## src/rtl/apb_master_arbiter.sv

```systemverilog
// Round-robin arbiter feeding a single APB master sequencer (IDLE/SETUP/ACCESS).
// Optional ACCESS-phase timeout abort is compiled in with `define APB_TIMEOUT_EN.
module apb_master_arbiter #(
    parameter int NUM_REQ        = 4,
    parameter int addrWidth      = 32,
    parameter int dataWidth      = 32,
    parameter int TIMEOUT_CYCLES = 16
) (
    input  logic                           pclk,
    input  logic                           rst,
    input  logic [NUM_REQ-1:0]             req_valid,
    input  logic [NUM_REQ-1:0]             req_write,
    input  logic [NUM_REQ*addrWidth-1:0]   req_addr,
    input  logic [NUM_REQ*dataWidth-1:0]   req_wdata,
    output logic [NUM_REQ-1:0]             req_gnt,
    output logic [NUM_REQ-1:0]             req_done,
    output logic [dataWidth-1:0]           resp_rdata,
    output logic                           resp_err,
    output logic                           psel,
    output logic                           penable,
    output logic                           pwrite,
    output logic [addrWidth-1:0]           paddr,
    output logic [dataWidth-1:0]           pwdata,
    input  logic                           pready,
    input  logic [dataWidth-1:0]           prdata,
    input  logic                           pslverr
);

    localparam int IDX_W = (NUM_REQ > 1) ? $clog2(NUM_REQ) : 1;

    if (NUM_REQ < 2 || NUM_REQ > 8 || TIMEOUT_CYCLES < 1) begin : g_param_check
        $error("apb_master_arbiter: unsupported parameter set");
    end

    typedef enum logic [1:0] {
        IDLE   = 2'd0,
        SETUP  = 2'd1,
        ACCESS = 2'd2
    } state_t;

    state_t                  state, state_n;
    logic [IDX_W-1:0]        rr_ptr, rr_ptr_n;
    logic [IDX_W-1:0]        cur_idx, cur_idx_n;
    logic [NUM_REQ-1:0]      req_gnt_n, req_done_n;
    logic [dataWidth-1:0]    resp_rdata_n;
    logic                    resp_err_n;
    logic                    psel_n, penable_n, pwrite_n;
    logic [addrWidth-1:0]    paddr_n;
    logic [dataWidth-1:0]    pwdata_n;

    logic                    arb_go;
    logic [IDX_W-1:0]        arb_ptr;
    logic [NUM_REQ-1:0]      arb_mask;
    logic [IDX_W:0]          pick;
    logic [IDX_W-1:0]        win_idx;
    logic [IDX_W-1:0]        cur_next;
    logic                    tmo_hit;

    // First set bit at or above ptr, wrapping; MSB of the result flags "found".
    function automatic logic [IDX_W:0] rr_pick(input logic [NUM_REQ-1:0] vec,
                                               input logic [IDX_W-1:0]   ptr);
        logic [IDX_W:0] res;
        int             idx;
        res = '0;
        for (int k = NUM_REQ - 1; k >= 0; k--) begin
            idx = (int'(ptr) + k) % NUM_REQ;
            if (vec[idx]) begin
                res = {1'b1, IDX_W'(idx)};
            end
        end
        return res;
    endfunction

    assign cur_next = (cur_idx == IDX_W'(NUM_REQ - 1)) ? '0 : cur_idx + 1'b1;

`ifdef APB_TIMEOUT_EN
    localparam int TMO_W = $clog2(TIMEOUT_CYCLES + 1);

    logic [TMO_W-1:0] tmo_cnt, tmo_cnt_n;

    assign tmo_hit = (state == ACCESS) && !pready &&
                     (tmo_cnt == TMO_W'(TIMEOUT_CYCLES - 1));

    always_comb begin
        tmo_cnt_n = tmo_cnt;
        if (state == SETUP) begin
            tmo_cnt_n = '0;
        end else if (state == ACCESS && !pready && !tmo_hit) begin
            tmo_cnt_n = tmo_cnt + 1'b1;
        end
    end

    always_ff @(posedge pclk) begin
        if (rst) begin
            tmo_cnt <= '0;
        end else begin
            tmo_cnt <= tmo_cnt_n;
        end
    end
`else
    assign tmo_hit = 1'b0;
`endif

    always_comb begin
        state_n      = state;
        rr_ptr_n     = rr_ptr;
        cur_idx_n    = cur_idx;
        req_gnt_n    = req_gnt;
        req_done_n   = '0;
        resp_rdata_n = resp_rdata;
        resp_err_n   = resp_err;
        psel_n       = psel;
        penable_n    = penable;
        pwrite_n     = pwrite;
        paddr_n      = paddr;
        pwdata_n     = pwdata;
        arb_go       = 1'b0;
        arb_ptr      = rr_ptr;
        arb_mask     = '1;

        case (state)
            IDLE: begin
                arb_go = 1'b1;
            end
            SETUP: begin
                state_n   = ACCESS;
                penable_n = 1'b1;
            end
            ACCESS: begin
                if (pready || tmo_hit) begin
                    req_done_n        = NUM_REQ'(1) << cur_idx;
                    resp_rdata_n      = (pready && !pwrite) ? prdata : '0;
                    resp_err_n        = pready ? pslverr : 1'b1;
                    req_gnt_n         = '0;
                    rr_ptr_n          = cur_next;
                    // The finisher still holds req_valid this edge; keep it out of the race.
                    arb_go            = 1'b1;
                    arb_ptr           = cur_next;
                    arb_mask[cur_idx] = 1'b0;
                end
            end
            default: begin
                state_n = IDLE;
            end
        endcase

        pick    = rr_pick(req_valid & arb_mask, arb_ptr);
        win_idx = pick[IDX_W-1:0];

        if (arb_go) begin
            if (pick[IDX_W]) begin
                state_n   = SETUP;
                cur_idx_n = win_idx;
                req_gnt_n = NUM_REQ'(1) << win_idx;
                psel_n    = 1'b1;
                penable_n = 1'b0;
                pwrite_n  = req_write[win_idx];
                paddr_n   = req_addr[win_idx*addrWidth +: addrWidth];
                pwdata_n  = req_wdata[win_idx*dataWidth +: dataWidth];
            end else begin
                state_n   = IDLE;
                psel_n    = 1'b0;
                penable_n = 1'b0;
                pwrite_n  = 1'b0;
            end
        end
    end

    always_ff @(posedge pclk) begin
        if (rst) begin
            state      <= IDLE;
            rr_ptr     <= '0;
            cur_idx    <= '0;
            req_gnt    <= '0;
            req_done   <= '0;
            resp_rdata <= '0;
            resp_err   <= 1'b0;
            psel       <= 1'b0;
            penable    <= 1'b0;
            pwrite     <= 1'b0;
            paddr      <= '0;
            pwdata     <= '0;
        end else begin
            state      <= state_n;
            rr_ptr     <= rr_ptr_n;
            cur_idx    <= cur_idx_n;
            req_gnt    <= req_gnt_n;
            req_done   <= req_done_n;
            resp_rdata <= resp_rdata_n;
            resp_err   <= resp_err_n;
            psel       <= psel_n;
            penable    <= penable_n;
            pwrite     <= pwrite_n;
            paddr      <= paddr_n;
            pwdata     <= pwdata_n;
        end
    end

endmodule
```

## config.mk

```make
export PLATFORM = sky130hd
export DESIGN_NAME = apb_master_arbiter
export DESIGN_NICKNAME = d
export VERILOG_FILES = /design/src/rtl/apb_master_arbiter.sv
export SDC_FILE = /design/constraint.sdc
export NUM_CORES = 1
export LEC_CHECK = 0
export ABC_AREA = 0
export CAP_MARGIN = 20
export CORE_AREA = 2 2 157 159
export DETAILED_ROUTE_END_ITERATION = 16
export DIE_AREA = 0 0 159 161
export GPL_ROUTABILITY_DRIVEN = 0
export GPL_TIMING_DRIVEN = 0
export PLACE_DENSITY = 0.66
export SYNTH_ARGS = -nofsm -noshare
export SYNTH_HDL_FRONTEND = slang
export SYNTH_SLANG_ARGS = --single-unit
```

## constraint.sdc

```tcl
create_clock -name pclk -period 3.7 [get_ports pclk]
set_input_delay 0.555 -clock pclk [delete_from_list [all_inputs] [get_ports pclk]]
set_output_delay 0.555 -clock pclk [all_outputs]
set_load 0.02 [all_outputs]
```

==> metrics.md <==
| Metric | Value |
|---|---|
| Clock net sink count | about 110 |
| Number of DRC markers in iteration 0 | around 320 |
| Number of vias in the routed layout | about 7100 |
| Leading area contributor after synthesis | sky130_fd_sc_hd__dfxtp_1 |
| Largest delay contributor family on the critical path | buffers and inverters |
| Vias per std cell | 4.88 |
| Overall routing resource usage | a little over a fifth |
| Fraction of power spent switching nets | about 30% |
| Combinational share of power | about 29% |
| Total wirelength of the detailed-routed design | 28300 um |
| Top cells by area, synth | sky130_fd_sc_hd__dfxtp_1, sky130_fd_sc_hd__mux2i_1, sky130_fd_sc_hd__o211ai_2 |
| Number of register bits inferred by synthesis | 114 |
| Worst EP arrival | about 3.6 ns |
| Insertion delay of the later-clocked pin in the worst-skew pair | ~0.42 ns |
| Worst-path cell with the longest stage delay | sky130_fd_sc_hd__clkdlybuf4s50_1 |
| Diodes inserted | 0 |
| Final setup vio count | 0 |
| Global routing met3 resource utilization | approximately 5.6% |
| Number of fill cells | roughly 2300 |
| Share of flip-flops with an asynchronous set or reset | 0% |
| Status | finished, final reports clean |
| EDFF count, synth | 0 |
| Max Root-Sink Buffers | 2 |
| Critical-path maximum fanout | 10 |
| Min Tclk post-route | between 3 and 4 ns |
| Cts hold-fix bufs | 0 |
| Post-Route Setup TNS | 0 ns |
| Seq pwr share | a little under a third |
| Number of max-cap violations | 0 |
| Total of warnings raised by yosys | 0 |
| Avg Synthesized Cell Area | 9.30 sq um |
| Clock group share of total power | about two fifths |
| Most used cells in the layout excluding fill and tap cells | sky130_fd_sc_hd__clkdlybuf4s50_1, sky130_fd_sc_hd__dfxtp_1, sky130_fd_sc_hd__o211ai_1 |
| Maximum clock frequency | about 300 MHz |
| Max stage delay on crit path | around 0.6 ns |
| Setup repair after global routing missed its margin | false |
| Share of post-route cells with drive strength above 1 | roughly 10% |
| Worst hold slack | 0.459 ns |
| Vias in the first global route | approximately 7300 |
| Ratio of final minimum period to clock period | about nine tenths |
| CTS H-tree lvls | 4 |
| Number of nets in the layout | 1426 |
| Count of placed standard cells in the final layout, fillers left out | ~1500 |
| Reg clk slew, reported paths | about 0.060 ns |
| Main synth FF type | sky130_fd_sc_hd__dfxtp_1 |
| Count of distinct cell types in the synthesized netlist | 40 |
| Sequence of cells on the critical path | clkdlybuf4s50_1 -> and3b_1 -> buf_2 -> a21oi_1 -> a31oi_1 -> clkbuf_1 -> clkbuf_1 -> a21boi_0 -> o211ai_1 -> o211ai_1 |
| Nets in the synthesized netlist | 1000 |
| Num CTS Buffers | 17 |
| Path type of the worst setup path | input port to flop |
| Slew margin rel. | between 40% and 50% |
| Detailed Routing Iterations Pass 1 | 4 |
| Layout-stage area growth over the synthesis result | 79.2% |
| Most frequent standard cell in the layout excluding fill and tap cells | sky130_fd_sc_hd__clkdlybuf4s50_1 |
| Port buffer count | approximately 410 |
| Number of antenna violations at the first check in global routing | 1 |
| Residual overflow from global routing | 0 |
| Critical path buffers and inverters | 4 |
| Slack of the critical path | 0.371 ns |
| Seq. cell area | 2280 sq um |
| Clock skew | 0.00894 ns |
| Type of the tightest min-delay check | flop to flop |
| GR Util met2 | around 39% |
| Core ar. | between 20000 and 25000 sq um |
| ANT nets after route | 0 |
| Final-report max-slew violation count | 0 |
| Starting density of the core | between 20% and 30% |
| Setup fix buffers added after clock tree synthesis | 0 |
| Detail-routed net length per standard cell | approximately 19 um |
| Standby leakage power | approximately 0.0047 uW |
| Kind of launch point of the worst setup path | input port |
| Number of failing hold endpoints at the final stage | 0 |
| Area of combinational cells with multiple inputs | 3830 sq um |
| Count of placed standard cells including taps | between 1000 and 1500 |
| Internal Pwr Total | between 3000 and 4000 uW |
| Areal power density over the cells | roughly 400 nW/um^2 |
| # rows | between 50 and 60 |
| DIE AREA | 25600 sq um |
| Largest net degree at the start of global routing | 17 |
| HPWL Detailed | 22500 um |
| Clock tree from TritonCTS | built |
| Portion of the post-synthesis area used by sequential elements | a little over a third |
| Wire length of the first global-routing pass | around 43000 um |
| Height of the die | roughly 160 um |
| Met1 track utilization from global routing | 25.1% |
| Root buffer cell | sky130_fd_sc_hd__clkbuf_16 |
| Nature of the critical path endpoint | flop |
| Number of top-level pins | 408 |
| Post-synthesis cell count | a little under 700 |
| Chip Width | 159 um |
| Worst-case vdd ir drop | between 200 and 300 uV |
| Pwr Total | 4560 uW |
| Crit path required time | 3.98 ns |
| Switching pwr | 1390 uW |
| Total DRC errors in the routed layout | 0 |
| Post-Place Worst Slack | -0.288 ns |
| Slew of the pin with the lowest slew margin | 0.751 ns |
| Most Crowded Layer GR | met2 |
| Top cell type's share of synthesized area | between 30% and 40% |
| Synthesized cell area | roughly 6500 sq um |
-- synth_stat cells (5+ instances only) --
master                     instances
sky130_fd_sc_hd__a21boi_0         65
sky130_fd_sc_hd__a21oi_1           9
sky130_fd_sc_hd__a22o_1           32
sky130_fd_sc_hd__and3_1           64
sky130_fd_sc_hd__buf_2            18
sky130_fd_sc_hd__buf_6             6
sky130_fd_sc_hd__clkbuf_1         49
sky130_fd_sc_hd__dfxtp_1         114
sky130_fd_sc_hd__mux2i_1          67
sky130_fd_sc_hd__nand2_1          75
sky130_fd_sc_hd__nand3_1           5
sky130_fd_sc_hd__nor2_1           10
sky130_fd_sc_hd__o211ai_1         81
sky130_fd_sc_hd__o211ai_2         50
sky130_fd_sc_hd__or3_1             5
-- metrics by stage --
stage | util, % | cell area, sq um
finish | 48.4 | 11600
global route | 48.4 | 11600
floorplan | - | 6480
global placement | 45.7 | 11000
detailed placement | 45.7 | 11000
CTS | 48.4 | 11600
-- worst register-to-register path, delay by kind of cell (launching register included) --
kind            cells  cell delay [ns]
simple gates        2             0.69
flops               1             0.44
fa+ha+maj           1             0.35
compound gates      4             0.79
buf+inv             3             0.71
-- metal layers --
layer,up-vias,wire length (um)
li1,3484,-
met1,3319,11600
met2,278,14100
met3,39,2010
met4,2,571
met5,-,13
-- logic make-up (layout without fill, tap and decap cells) --
kind of cell	Yosys count	in the layout	share of synthesized area [%]
compound gates	248	248	33.0
fa+ha+maj	4	4	0.773
buf+inv	78	517	5.62
flops	114	114	35.2
mux	70	70	10.9
simple gates	182	182	14.5
-- sequential cells by signal, summed over array words and instances (netlist names) --
name	cells
penable	1
cur_idx	2
paddr	32
req_done	4
pwdata	32
state	2
rr_ptr	2
resp_rdata	32
req_gnt	4
psel	1
pwrite	1
resp_err	1
-- power by group through the flow --
stage                     Combinational (uW)  Sequential [uW]  Clock [uW]
after global routing                    1400             1420        1940
final                                   1310             1400        1850
after global placement                  1310             1430           0
after floorplan                          480             1550           0
after detailed placement                1320             1430           0
after CTS                               1320             1400        1890
-- area by class of cell --
cell class              instances  area share [%]
clock inverters                15            1.90
inverters                       4           0.129
flip-flops and latches        114            19.7
well taps                     324            3.49
plain buffers                  74            3.02
clock buffers                  17            3.67
repair buffers                407            35.1
multi-input cells             504            33.0
-- path summary, 6_finish.rpt --
check	start	to	slack [ns]	cells after the start
hold / removal	req_gnt[2]$_SDFF_PP0_	req_gnt[2]$_SDFF_PP0_	0.46	2
setup / recovery	pready	pwdata[21]$_SDFFE_PP0P_	0.37	10
hold reg to reg	req_gnt[2]$_SDFF_PP0_	req_gnt[2]$_SDFF_PP0_	0.46	2
setup reg to reg	cur_idx[0]$_SDFFE_PP0P_	pwdata[0]$_SDFFE_PP0P_	0.58	10
-- repair_timing --
item | 4_1_cts | 5_1_grt
setup endpoints to repair | 0 | 13
endpoints found under the hold margin | 0 | 0
gates resized for setup | 0 | 2
Note: power is estimated with default switching activity, not from simulation.
